File: src/rtl/serial_twos_ctrl_pkg.sv
// Shared definitions for the bit-serial negate / absolute-value unit:
// default sizing, FSM state encoding and the overflow rule.
package serial_twos_ctrl_pkg;

    localparam int DEF_WIDTH = 8;
    localparam int DEF_CNT_W = 3;

    typedef enum logic [1:0] {
        ST_IDLE  = 2'd0,
        ST_SHIFT = 2'd1,
        ST_DONE  = 2'd2
    } state_t;

    // A result is unrepresentable only when the most-negative value was
    // inverted: the operand MSB was set and the result MSB is still set.
    function automatic logic calc_ovf(input logic inv, input logic msb, input logic res_msb);
        return inv & msb & res_msb;
    endfunction

endpackage

File: src/rtl/serial_twos_ctrl_full_adder.sv
// Single-bit full adder; the one datapath cell shared across all bit positions.
module serial_twos_ctrl_full_adder (
    input  logic A,
    input  logic B,
    input  logic Cin,
    output logic Y,
    output logic Cout
);

    assign Y    = A ^ B ^ Cin;
    assign Cout = (A & B) | (Cin & (A ^ B));

endmodule

File: src/rtl/serial_twos_ctrl.sv
// Bit-serial two's-complement negate / absolute value.
// One operand bit per cycle (LSB first) passes through a single full adder,
// the carry is kept in a flip-flop, and the result is assembled in a shift
// register. Operands and results move on valid/ready handshakes.
module serial_twos_ctrl
    import serial_twos_ctrl_pkg::*;
#(
    parameter int WIDTH = DEF_WIDTH,
    parameter int CNT_W = DEF_CNT_W
) (
    input  logic             clk,
    input  logic             rst_n,
    input  logic             in_valid,
    output logic             in_ready,
    input  logic [WIDTH-1:0] in_data,
    input  logic             in_abs,
    output logic             out_valid,
    input  logic             out_ready,
    output logic [WIDTH-1:0] out_data,
    output logic             out_ovf,
    output logic             busy
);

    state_t             state_q;
    state_t             state_d;
    logic [CNT_W-1:0]   cnt_q;
    logic               carry_q;
    logic               inv_q;
    logic               msb_q;
    logic [WIDTH-1:0]   opnd_q;
    logic [WIDTH-1:0]   res_q;
    logic [WIDTH-1:0]   out_data_q;
    logic               out_ovf_q;

    logic               accept;
    logic               last_bit;
    logic               in_inv;
    logic               fa_a;
    logic               fa_sum;
    logic               fa_cout;
    logic [WIDTH-1:0]   res_next;

    // Negate always inverts; abs inverts only negative operands.
    assign in_inv   = in_abs ? in_data[WIDTH-1] : 1'b1;
    assign accept   = (state_q == ST_IDLE) && in_valid;
    assign last_bit = (cnt_q == CNT_W'(WIDTH - 1));

    // Invert-and-add-one done serially: the +1 enters as the initial carry.
    assign fa_a     = opnd_q[0] ^ inv_q;
    assign res_next = {fa_sum, res_q[WIDTH-1:1]};

    serial_twos_ctrl_full_adder u_full_adder (
        .A    (fa_a),
        .B    (1'b0),
        .Cin  (carry_q),
        .Y    (fa_sum),
        .Cout (fa_cout)
    );

    // State register.
    // NOTE: sequential state uses non-blocking (<=) so every flop samples
    // pre-edge values; blocking here would create order-dependent races.
    always_ff @(posedge clk) begin
        if (!rst_n) begin
            state_q <= ST_IDLE;
        end else begin
            state_q <= state_d;
        end
    end

    // Next-state logic.
    // NOTE: state_d gets a default before the case so no path leaves it
    // unassigned, which would otherwise infer a latch.
    always_comb begin
        state_d = state_q;
        unique case (state_q)
            ST_IDLE:  if (in_valid)  state_d = ST_SHIFT;
            ST_SHIFT: if (last_bit)  state_d = ST_DONE;
            ST_DONE:  if (out_ready) state_d = ST_IDLE;
            default:                 state_d = ST_IDLE;
        endcase
    end

    // Handshake and status outputs, decoded from the current state.
    always_comb begin
        in_ready  = (state_q == ST_IDLE);
        out_valid = (state_q == ST_DONE);
        busy      = (state_q != ST_IDLE);
    end

    // Datapath: capture on accept, shift one bit per SHIFT cycle, and latch
    // the finished result into the output registers on the last bit so the
    // outputs stay put while the next operation shifts.
    // NOTE: every datapath register is cleared on reset so an aborted
    // operation leaves nothing visible on out_data / out_ovf.
    always_ff @(posedge clk) begin
        if (!rst_n) begin
            cnt_q      <= '0;
            carry_q    <= 1'b0;
            inv_q      <= 1'b0;
            msb_q      <= 1'b0;
            opnd_q     <= '0;
            res_q      <= '0;
            out_data_q <= '0;
            out_ovf_q  <= 1'b0;
        end else if (accept) begin
            opnd_q  <= in_data;
            cnt_q   <= '0;
            inv_q   <= in_inv;
            carry_q <= in_inv;
            msb_q   <= in_data[WIDTH-1];
        end else if (state_q == ST_SHIFT) begin
            res_q   <= res_next;
            opnd_q  <= opnd_q >> 1;
            carry_q <= fa_cout;
            cnt_q   <= cnt_q + CNT_W'(1);
            if (last_bit) begin
                out_data_q <= res_next;
                out_ovf_q  <= calc_ovf(inv_q, msb_q, fa_sum);
            end
        end
    end

    assign out_data = out_data_q;
    assign out_ovf  = out_ovf_q;

endmodule

File: config.mk
export PLATFORM = sky130hd
export DESIGN_NAME = serial_twos_ctrl
export DESIGN_NICKNAME = d
export VERILOG_FILES = /design/src/rtl/serial_twos_ctrl_pkg.sv /design/src/rtl/serial_twos_ctrl_full_adder.sv /design/src/rtl/serial_twos_ctrl.sv
export SDC_FILE = /design/constraint.sdc
export NUM_CORES = 1
export LEC_CHECK = 0
export BUFFER_PORTS_ARGS = -buffer_cell sky130_fd_sc_hd__buf_2
export CAP_MARGIN = 10
export CORE_MARGIN = 2
export CORE_UTILIZATION = 53
export CTS_CLUSTER_DIAMETER = 40
export DETAILED_ROUTE_END_ITERATION = 6
export GPL_ROUTABILITY_DRIVEN = 0
export GPL_TIMING_DRIVEN = 1
export HOLD_SLACK_MARGIN = 0.08
export PLACE_DENSITY = 0.77
export SETUP_SLACK_MARGIN = 0.2
export SYNTH_ARGS = -nofsm -noshare
export SYNTH_HDL_FRONTEND = slang
export SYNTH_HIERARCHICAL = 1
export SYNTH_SLANG_ARGS = --single-unit
File: constraint.sdc
create_clock -name clk -period 1.99 [get_ports clk]
set_input_delay 0.398 -clock clk [delete_from_list [all_inputs] [get_ports clk]]
set_output_delay 0.398 -clock clk [all_outputs]
set_load 0.02 [all_outputs]
## Yosys cells after proc, flatten, opt, wreduce, memory -nomap -nowiden

Cells that the tools add are included.
Widths: inputs -> output; s select.

- Register bits after elaboration: 33

- $add $sub $neg: 1
- Equality and inequality tests: 6
- Mux-type cells: 9
- Bitwise logic cells: 7
- Reduce and logical (&&, ||, !) cells: 8

Operators by type and width:

| kind | number |
|---|---|
| $mux 8 | 2 |
| $mux 2 | 3 |
| $pmux 2 s3 | 1 |
| $reduce_and 3->1 | 2 |
| $ne 2x2->1 const B | 2 |
| $reduce_bool 2->1 | 2 |
| $add 3x1->3 const B | 1 |
| $and 1x1->1 | 3 |
| $eq 3x3->1 const B | 1 |
| $mux 1 | 3 |
| $eq 2x1->1 const B | 1 |
| $eq 2x2->1 const B | 1 |
| $logic_not 2->1 | 1 |
| $ne 2x1->1 const B | 1 |
| $not 1->1 | 2 |
| $reduce_and 2->1 | 1 |
| $reduce_or 2->1 | 1 |
| $xor 1x1->1 | 2 |
| $logic_and 1x1->1 | 1 |

## Depth between registers and ports, before layout

Gate-level depths: netlist (run 1).

- Depth in word-level cells: 4
- Mapped depth: 7
- Mapped depth without buffers: 5

## Hierarchy

The synthesis (run 1) kept the hierarchy.

By module, submodules not included:

| module | instances | cells an instance | area an instance (um^2) | seq. area each (um^2) |
|---|---|---|---|---|
| serial_twos_ctrl | 1 | 165 | 1,343.8 | 640.6 |
| serial_twos_ctrl_full_adder | 1 | 1 | 20.0 | 0.0 |

## Worst setup path before layout (run 1)

Ideal clock, no wire load.

- Path type: register to register
- From: register inv_q
- To: register out_ovf_q, in the netlist out_ovf
- Setup time: 71 ps
- Arrival time: 1,486 ps
- Data required time: 1,919 ps
- Path slack: 434 ps
- Stages on the path, launching flop included: 6
- Buffers on the path: 0
- Period minus slack after synthesis: 1,556 ps
- Cell sequence: dfxtp_1 > xor2_1 > fa_1 > nand3_1 > or2_2 > a21oi_1

- Word-level cells in the longest chain between the ends: 3
- Elaborated cells between the ends (all ways): 4
- Those cells by class: bitwise (4)

RTL lines:

| element | line | RTL |
|---|---|---|
| from (decl) | serial_twos_ctrl.sv:28 | `logic inv_q;` |
| from (signal assigned) | serial_twos_ctrl.sv:109 | `inv_q <= in_inv;` |
| $xor 1x1->1 | serial_twos_ctrl.sv:49 | `assign fa_a = opnd_q[0] ^ inv_q;` |
| via fa_a | serial_twos_ctrl.sv:38 | `logic fa_a;` |
| $xor 1x1->1 | serial_twos_ctrl_full_adder.sv:10 | `assign Y = A ^ B ^ Cin;` |
| via fa_sum | serial_twos_ctrl.sv:39 | `logic fa_sum;` |
| $and 1x1->1 | serial_twos_ctrl_pkg.sv:17 | `return inv & msb & res_msb;` |
| to (signal assigned) | serial_twos_ctrl.sv:119 | `out_ovf_q <= calc_ovf(inv_q, msb_q, fa_sum);` |
| to (decl) | serial_twos_ctrl.sv:33 | `logic out_ovf_q;` |

The timed path passes the listed nets, and every way through them passes these cells.
A chain may end at the register's enable or synchronous reset.

## Worst setup path in the final report (run 1)

Same ends and word-level chain as after synthesis.

==> results.md, run 1 <==
| Item | Reported | Unit |
| --- | --- | --- |
| Share of cell area taken by muxes after synthesis | 0 | - |
| Number of maximum-capacitance constraint violations | 0 | - |
| Clock buffer depth | 2 | - |
| Highest routed layer | met4 | - |
| Flop pwr share | 0.525 | - |
| Number of gates given a new drive strength after cts | 0 | - |
| First-iteration detailed-routing DRC count | 20 | - |
| Total routing usage reported by global routing | 0.217 | - |
| Met3 routed WL | 94 | um |
| Post-route total power | 1.31 | mW |
| Post-synthesis to final-layout area growth | 13.5 | % |
| Time the final worst path needs with I/O delays and setup | 1640 | ps |
| Logic gate share of total power | 0.106 | - |
| Post-synthesis cell count | 166 | - |
| Count of hold buffers inserted by post-cts repair | 0 | - |
| Switching share of total power | 0.247 | - |
| Lkg Pwr | 0.624 | nW |
| Worst setup path category | flip-flop to flip-flop | - |
| Synthesized flop and latch total | 32 | - |
| Xor and xnor area share after synthesis | 0.0128 | - |
| Internal power summed over all cells | 0.985 | mW |
| RSZ-0062 raised after global routing | false | - |
| Largest delay contributor family on the critical path | adder cells | - |
| Clock network latency to the later pin of the worst-skew pair | 330 | ps |
| Path class of the lowest-slack min-delay path | primary input to flip-flop | - |
| First-pass detailed-route iteration total | 5 | - |
| Detailed-route vias per instance | 5.29 | - |
| Largest family of logic cells by synthesized area | simple AND/OR/NAND/NOR gates | - |
| Transition at the pin with the smallest max-transition slack | 690 | ps |
| Area fraction in compound gates after synthesis | 0.188 | - |
| Vias in the first global route | 1059 | - |
| Routed metal-1 wire length | 1.24 | mm |
| Antenna violations before repair | 0 | - |
| Mapped Area | 0.00136 | mm2 |
| Max Transition Viols Final | 0 | - |
| Cts bufs inserted | 5 | - |
| CP startpoint kind | flip-flop | - |
| Layout Nets | 205 | - |
| Routed length per instance | 12.4 | um |
| Avg Synthesized Cell Area | 8.22 | um2 |
| Detailed Place HPWL | 1.89 | mm |
| Antenna diode instance count | 0 | - |
| Buffers plus inverters on the worst setup path | 0 | - |
| CTS H-Tree Depth | 2 | - |
| Post-CTS Setup Inserts | 0 | - |
| Clock tree from TritonCTS | done | - |
| Critical Path AT | 1900 | ps |
| Kind of capture point of the worst setup path | flip-flop | - |
| Post-route setup TNS | 0 | ps |
| Largest stage delay on the critical path | 580 | ps |
| Die Width | 54.7 | um |
| Pin count of the biggest net entering global routing | 25 | - |
| Initial Utilization | 0.556 | - |
| Number of nets with antenna violations after routing | 0 | - |
| Most common cell after layout, fill and taps aside | nand2_1 | - |
| Most used cells in the layout excluding fill and tap cells | nand2_1, a21oi_1, dfxtp_1 | - |
| Chip Height | 54.7 | um |
| Number of warning messages in the yosys log | 6 | - |
| Critical Path RT | 2250 | ps |
| First-pass GRT wire length | 4.41 | mm |
| Global route overflow | 0 | - |
| Clock root cell | clkbuf_4 | - |
| Core box area | 0.00245 | mm2 |
| Peak VDD IR | 0.688 | mV |
| Net Sw Power | 0.323 | mW |
| Portion of total power attributed to the clock network | 0.369 | - |
| Finish-stage setup viols | 0 | - |
| I/O Pins | 25 | - |
| Headroom to the max-slew limit | 0.539 | - |
| Row count | 18 | - |
| Run status | finished clean | - |
| Worst Clk Skew | 11.6 | ps |
| Total power divided by cell area | 845 | mW/mm2 |
| Syn Nets | 182 | - |
| Share of synthesized cell area in full adder, half adder and majority cells | 0.0330 | - |
| Number of distinct standard cells referenced by the synthesized netlist | 31 | - |
| Critical path, cell by cell | xor2_1, fa_1, nand3_1, or2_2, a21oi_1 | - |
| Crit-path max FO | 3 | - |
| Routed Wire Length | 2.73 | mm |
| Area enclosed by the die boundary | 0.00299 | mm2 |
| Sequential cell area fraction in the yosys report | 0.470 | - |
| CP max stage cell | fa_1 | - |
| Clock slew at reported path FFs | 100 | ps |
| DRC Markers | 0 | - |
| F_max | 611 | MHz |
| Final count of hold timing violations | 0 | - |
| Simple-gate portion of the synthesized area | 0.220 | - |
| Layout cell share with drive strength beyond 1 | 0.216 | - |
| Total length of routed met2 wires | 1.34 | mm |
| Via count | 1163 | - |
| Clk sinks | 32 | - |
| Port-buffer cells | 24 | - |
| Final period util | 0.822 | - |
## flip-flops by register name, summed over array words and instances (netlist names)
name      flops
opnd_q        8
state_q       2
out_ovf       1
out_data      8
msb_q         1
res_q         7
carry_q       1
inv_q         1
cnt_q         3
## through the flow
stage | setup WS [ps] | std cells | hold slack (ps) | utilization | cell area, um2
5_1_grt | 254 | 220 | 309 | 0.630 | 1550
3_5_place_dp | 372 | 212 | 445 | 0.599 | 1470
4_1_cts | 275 | 220 | 307 | 0.630 | 1550
3_3_place_gp | 401 | 212 | 437 | 0.599 | 1470
6_report | 353 | 220 | 306 | 0.630 | 1550
2_1_floorplan | 434 | 166 | 430 | - | 1360
## metal layers
layer  global-route usage  vias to the layer above
li1                     -                      596
met2                0.385                       23
met1                0.222                      540
met3               0.0519                        4
met5                    0                        -
met4                0.150                        0
## path summary, 6_finish.rpt
check / startpoint / end / slack (ps) / cells past startpoint
setup reg to reg: inv_q$_SDFFE_PN0P_ / out_ovf$_SDFFE_PN0P_ / 350 / 5
setup / recovery: inv_q$_SDFFE_PN0P_ / out_ovf$_SDFFE_PN0P_ / 350 / 5
hold / removal: out_ready / state_q[1]$_SDFFE_PN0P_ / 310 / 3
hold reg to reg: out_data[3]$_SDFFE_PN0P_ / out_data[3]$_SDFFE_PN0P_ / 460 / 2
## power by group through the flow
stage	sequential, mW	combinational, mW	clock [mW]
after floorplan	0.693	0.113	0
after CTS	0.686	0.139	0.488
after global routing	0.690	0.158	0.504
after global placement	0.700	0.129	0
after detailed placement	0.701	0.138	0
final	0.687	0.138	0.483
## cells in the mapped netlist, drive strengths merged
master / instances / area, um2
xor2: 1 / 8.76
dfxtp: 32 / 641
xnor2: 1 / 8.76
buf: 10 / 73.8
and3b: 1 / 8.76
a21oi: 34 / 170
inv: 5 / 18.8
nand3: 10 / 50.1
clkbuf: 2 / 7.51
ha: 2 / 25.0
o21a: 1 / 7.51
o21ai: 9 / 45.0
o21ba: 1 / 10.0
nor3b: 1 / 18.8
nand2b: 2 / 12.5
fa: 1 / 20.0
conb: 1 / 3.75
or2: 1 / 6.26
nor2: 4 / 17.5
o221ai: 1 / 8.76
nand2: 38 / 143
a31oi: 1 / 6.26
o2bb2ai: 1 / 8.76
or3b: 2 / 17.5
nand3b: 1 / 7.51
nor2b: 3 / 18.8
## tightest hold or removal path: cells and delay by family
family / cells / cell delay (ps)
compound gates: 1 / 50
buf+inv: 1 / 70
simple gates: 1 / 80
## logic make-up (layout without fill, tap and decap cells)
kind of cell | Yosys count | in the layout
fa+ha+maj | 3 | 3
flops | 32 | 32
simple gates | 63 | 63
xor+xnor | 2 | 2
compound gates | 48 | 48
buf+inv | 17 | 41
other cells | 1 | 1
## final cells by class
class	count	area [um2]
sequential	32	642
multi-input combinational	117	623
timing repair buffer	28	150
fill	228	907
clock inverter	2	35.0
clock buffer	6	41.3
tap	30	37.5
inverter	5	18.8
No activity file was read; power rests on OpenSTA's default activity.
==> inputs of run 2 (changes only) <==
CORE_UTILIZATION = 48   (was 53)
PLACE_DENSITY = 0.73   (was 0.77)
clock period = 1.4 ns   (was 1.99 ns; I/O delays follow)
==> run 2 against run 1 <==
The flow now finishes with violations (negative setup slack). Total power rose by 45%. Global-route usage fell by 3.0 points. Cell count rose by 6.8%. Sequential power rose by 42%. Cell area rose by 11%. Clock skew fell by 1.7 ps. Combinational power rose by 84%. First-iteration DRC count rose by 110%. Sequential share of layout area fell by 3.7 points. Critical endpoint unchanged. Largest cell class is now multi-input combinational cells. Highest routed layer unchanged.
==> results.md, run 2 (synthesis gave the netlist of run 1 again) <==
| Item | Reported | Unit | vs previous |
| --- | --- | --- | --- |
| Critical hold path startpoint | out_ready | - |  |
| Flop pwr share | 0.515 | - | -0.010 |
| Finish-stage setup viols | 5 | - | +5 |
| Clk sinks | 32 | - | unchanged |
| Clock buffer depth | 2 | - | unchanged |
| Worst Clk Skew | 9.91 | ps | -1.66 ps |
| Routed length per instance | 12.1 | um | -2.6% |
| Final setup margin | -133 | ps | -487 ps |
| Net Sw Power | 0.451 | mW | +40% |
| Antenna diode instance count | 0 | - | unchanged |
| Layout Nets | 219 | - | +6.8% |
| Register area | 648 | um2 | +0.97% |
| Clock root cell | clkbuf_4 | - |  |
| Hold-critical path depth | 3 | - | unchanged |
| Total power divided by cell area | 1110 | mW/mm2 | +31% |
| Time the final worst path needs with I/O delays and setup | 1530 | ps | -103 ps |
| Detailed-route vias per instance | 5.23 | - | -1.2% |
| Kind of capture point of the worst setup path | flip-flop | - |  |
| First-iteration detailed-routing DRC count | 43 | - | +110% |
| Number of cells after detailed placement | 222 | - | +4.7% |
| Worst setup path category | flip-flop to flip-flop | - |  |
| Layout cell share with drive strength beyond 1 | 0.328 | - | +0.113 |
| Number of cells on the worst reg-to-reg path | 5 | - | unchanged |
| Final count of hold timing violations | 0 | - | unchanged |
| Startpoint of the most critical register-to-register path | inv_q$_SDFFE_PN0P_ | - |  |
| Post-route total power | 1.90 | mW | +45% |
| Most common cell after layout, fill and taps aside | nand2_1 | - |  |
| Cts bufs inserted | 5 | - | unchanged |
| DRC Markers | 0 | - | unchanged |
| Number of nets with antenna violations after routing | 0 | - | unchanged |
| Max Transition Viols Final | 0 | - | unchanged |
| Non-filler cells in the finished layout | 235 | - | +6.8% |
| Setup Slack @ Placement | -129 | ps | -501 ps |
| Critical Path RT | 1670 | ps | -580 ps |
| Row count | 19 | - | +1 |
| Final period util | 1.10 | - | +0.273 |
| Layout filler cell count | 246 | - | +7.9% |
| I/O Pins | 25 | - | unchanged |
| Crit-path max FO | 2 | - | -1 |
| CP startpoint kind | flip-flop | - |  |
| Pin count of the biggest net entering global routing | 23 | - | -8.0% |
| Reg-to-reg slack, setup | -130 | ps | -490 ps |
| Most used cells in the layout excluding fill and tap cells | nand2_1, a21oi_1, dfxtp_1 | - |  |
| Initial Utilization | 0.499 | - | -0.0567 |
| Core box area | 0.00273 | mm2 | +11% |
| Number of maximum-capacitance constraint violations | 0 | - | unchanged |
| Global route overflow | 0 | - | unchanged |
| Post-synthesis to final-layout area growth | 25.8 | % |  |
| Post-route setup TNS | -342 | ps | -342 ps |
| Portion of total power attributed to the clock network | 0.351 | - | -0.018 |
| Routed Wire Length | 2.84 | mm | +4.1% |
| Total routing usage reported by global routing | 0.187 | - | -0.0305 |
| R2r endpoint | out_ovf$_SDFFE_PN0P_ | - |  |
| CTS H-Tree Depth | 2 | - | unchanged |
| Via count | 1228 | - | +5.6% |
| First-pass detailed-route iteration total | 4 | - | -1 |
| RSZ-0062 raised after global routing | true | - |  |
| Vias in the first global route | 1116 | - | +5.4% |
| Clock tree from TritonCTS | done | - |  |
| Chip Height | 57.3 | um | +4.7% |
| Detailed Place HPWL | 1.94 | mm | +2.7% |
| Worst hold slack across all endpoints | 202 | ps | -104 ps |
| Antenna violations before repair | 0 | - | unchanged |
| Final Instance Area | 0.00172 | mm2 | +11% |
| Area of combinational cells with multiple inputs | 674 | um2 | +8.2% |
| Clock network latency to the later pin of the worst-skew pair | 320 | ps | about the same |
| Peak VDD IR | 0.868 | mV | +26% |
| Util after Layout | 0.627 | - | -0.00302 |
| Internal power summed over all cells | 1.44 | mW | +47% |
| F_max | 652 | MHz | +6.7% |
| Path class of the lowest-slack min-delay path | primary input to flip-flop | - |  |
| Critical Path AT | 1800 | ps | -100 ps |
| Lkg Pwr | 0.694 | nW | +11% |
| Run status | finished, violations left | - |  |
| Area enclosed by the die boundary | 0.00328 | mm2 | +9.7% |
| First-pass GRT wire length | 4.71 | mm | +6.9% |
| Clock slew at reported path FFs | 100 | ps | about the same |
| Port-buffer cells | 24 | - | unchanged |
| Launch point of the worst path | inv_q$_SDFFE_PN0P_ | - |  |
| Failing checks | negative setup slack | - |  |
| Switching share of total power | 0.238 | - | -0.00912 |
| Die Width | 57.3 | um | +4.7% |
| End point of the critical path | out_ovf$_SDFFE_PN0P_ | - |  |
| Placed cell areas | 0.00158 | mm2 | +7.1% |
| Logic gate share of total power | 0.134 | - | +0.028 |
==> run 2: worst min path at each step <==
stage / to / slack (ps)
2_1_floorplan: msb_q$_SDFFE_PN0P_ / 420
5_1_grt: msb_q$_SDFFE_PN0P_ / 190
3_5_place_dp: out_data[1]$_SDFFE_PN0P_ / 440
3_3_place_gp: out_data[4]$_SDFFE_PN0P_ / 440
4_1_cts: state_q[1]$_SDFFE_PN0P_ / 190
6_report: state_q[1]$_SDFFE_PN0P_ / 200
==> run 2: what timing repair did <==
action	CTS	global route
gates cloned	0	2
setup buffers	1	2
hold buffers	0	0
endpoints found under the setup margin	26	23
pin swaps	0	2
gates resized for setup	7	5
==> run 2: layer usage <==
layer,GRT usage,share of wire
met1,0.214,0.41
met2,0.323,0.53
met3,0.0680,0.053
met4,0.0598,0.0056
met5,0,0
==> run 2: critical path, cell delays in order, from the launching register on <==
cell	delay, ps
dfxtp_2	340
xor2_1	180
fa_1	550
nand3_1	80
or2_4	230
a21oi_2	100
==> run 2: area by class of cell <==
class,count,area share
inverter,5,0.0109
sequential,32,0.378
clock inverter,2,0.0204
timing repair buffer,41,0.151
multi-input combinational,118,0.393
clock buffer,6,0.0241
tap,31,0.0226
==> run 2: power groups by stage <==
stage | combinational, mW | sequential [mW] | clock (mW)
after floorplan | 0.162 | 0.987 | 0
after global placement | 0.228 | 0.993 | 0
after detailed placement | 0.239 | 0.995 | 0
after CTS | 0.245 | 0.975 | 0.691
after global routing | 0.282 | 0.980 | 0.747
final | 0.254 | 0.977 | 0.665
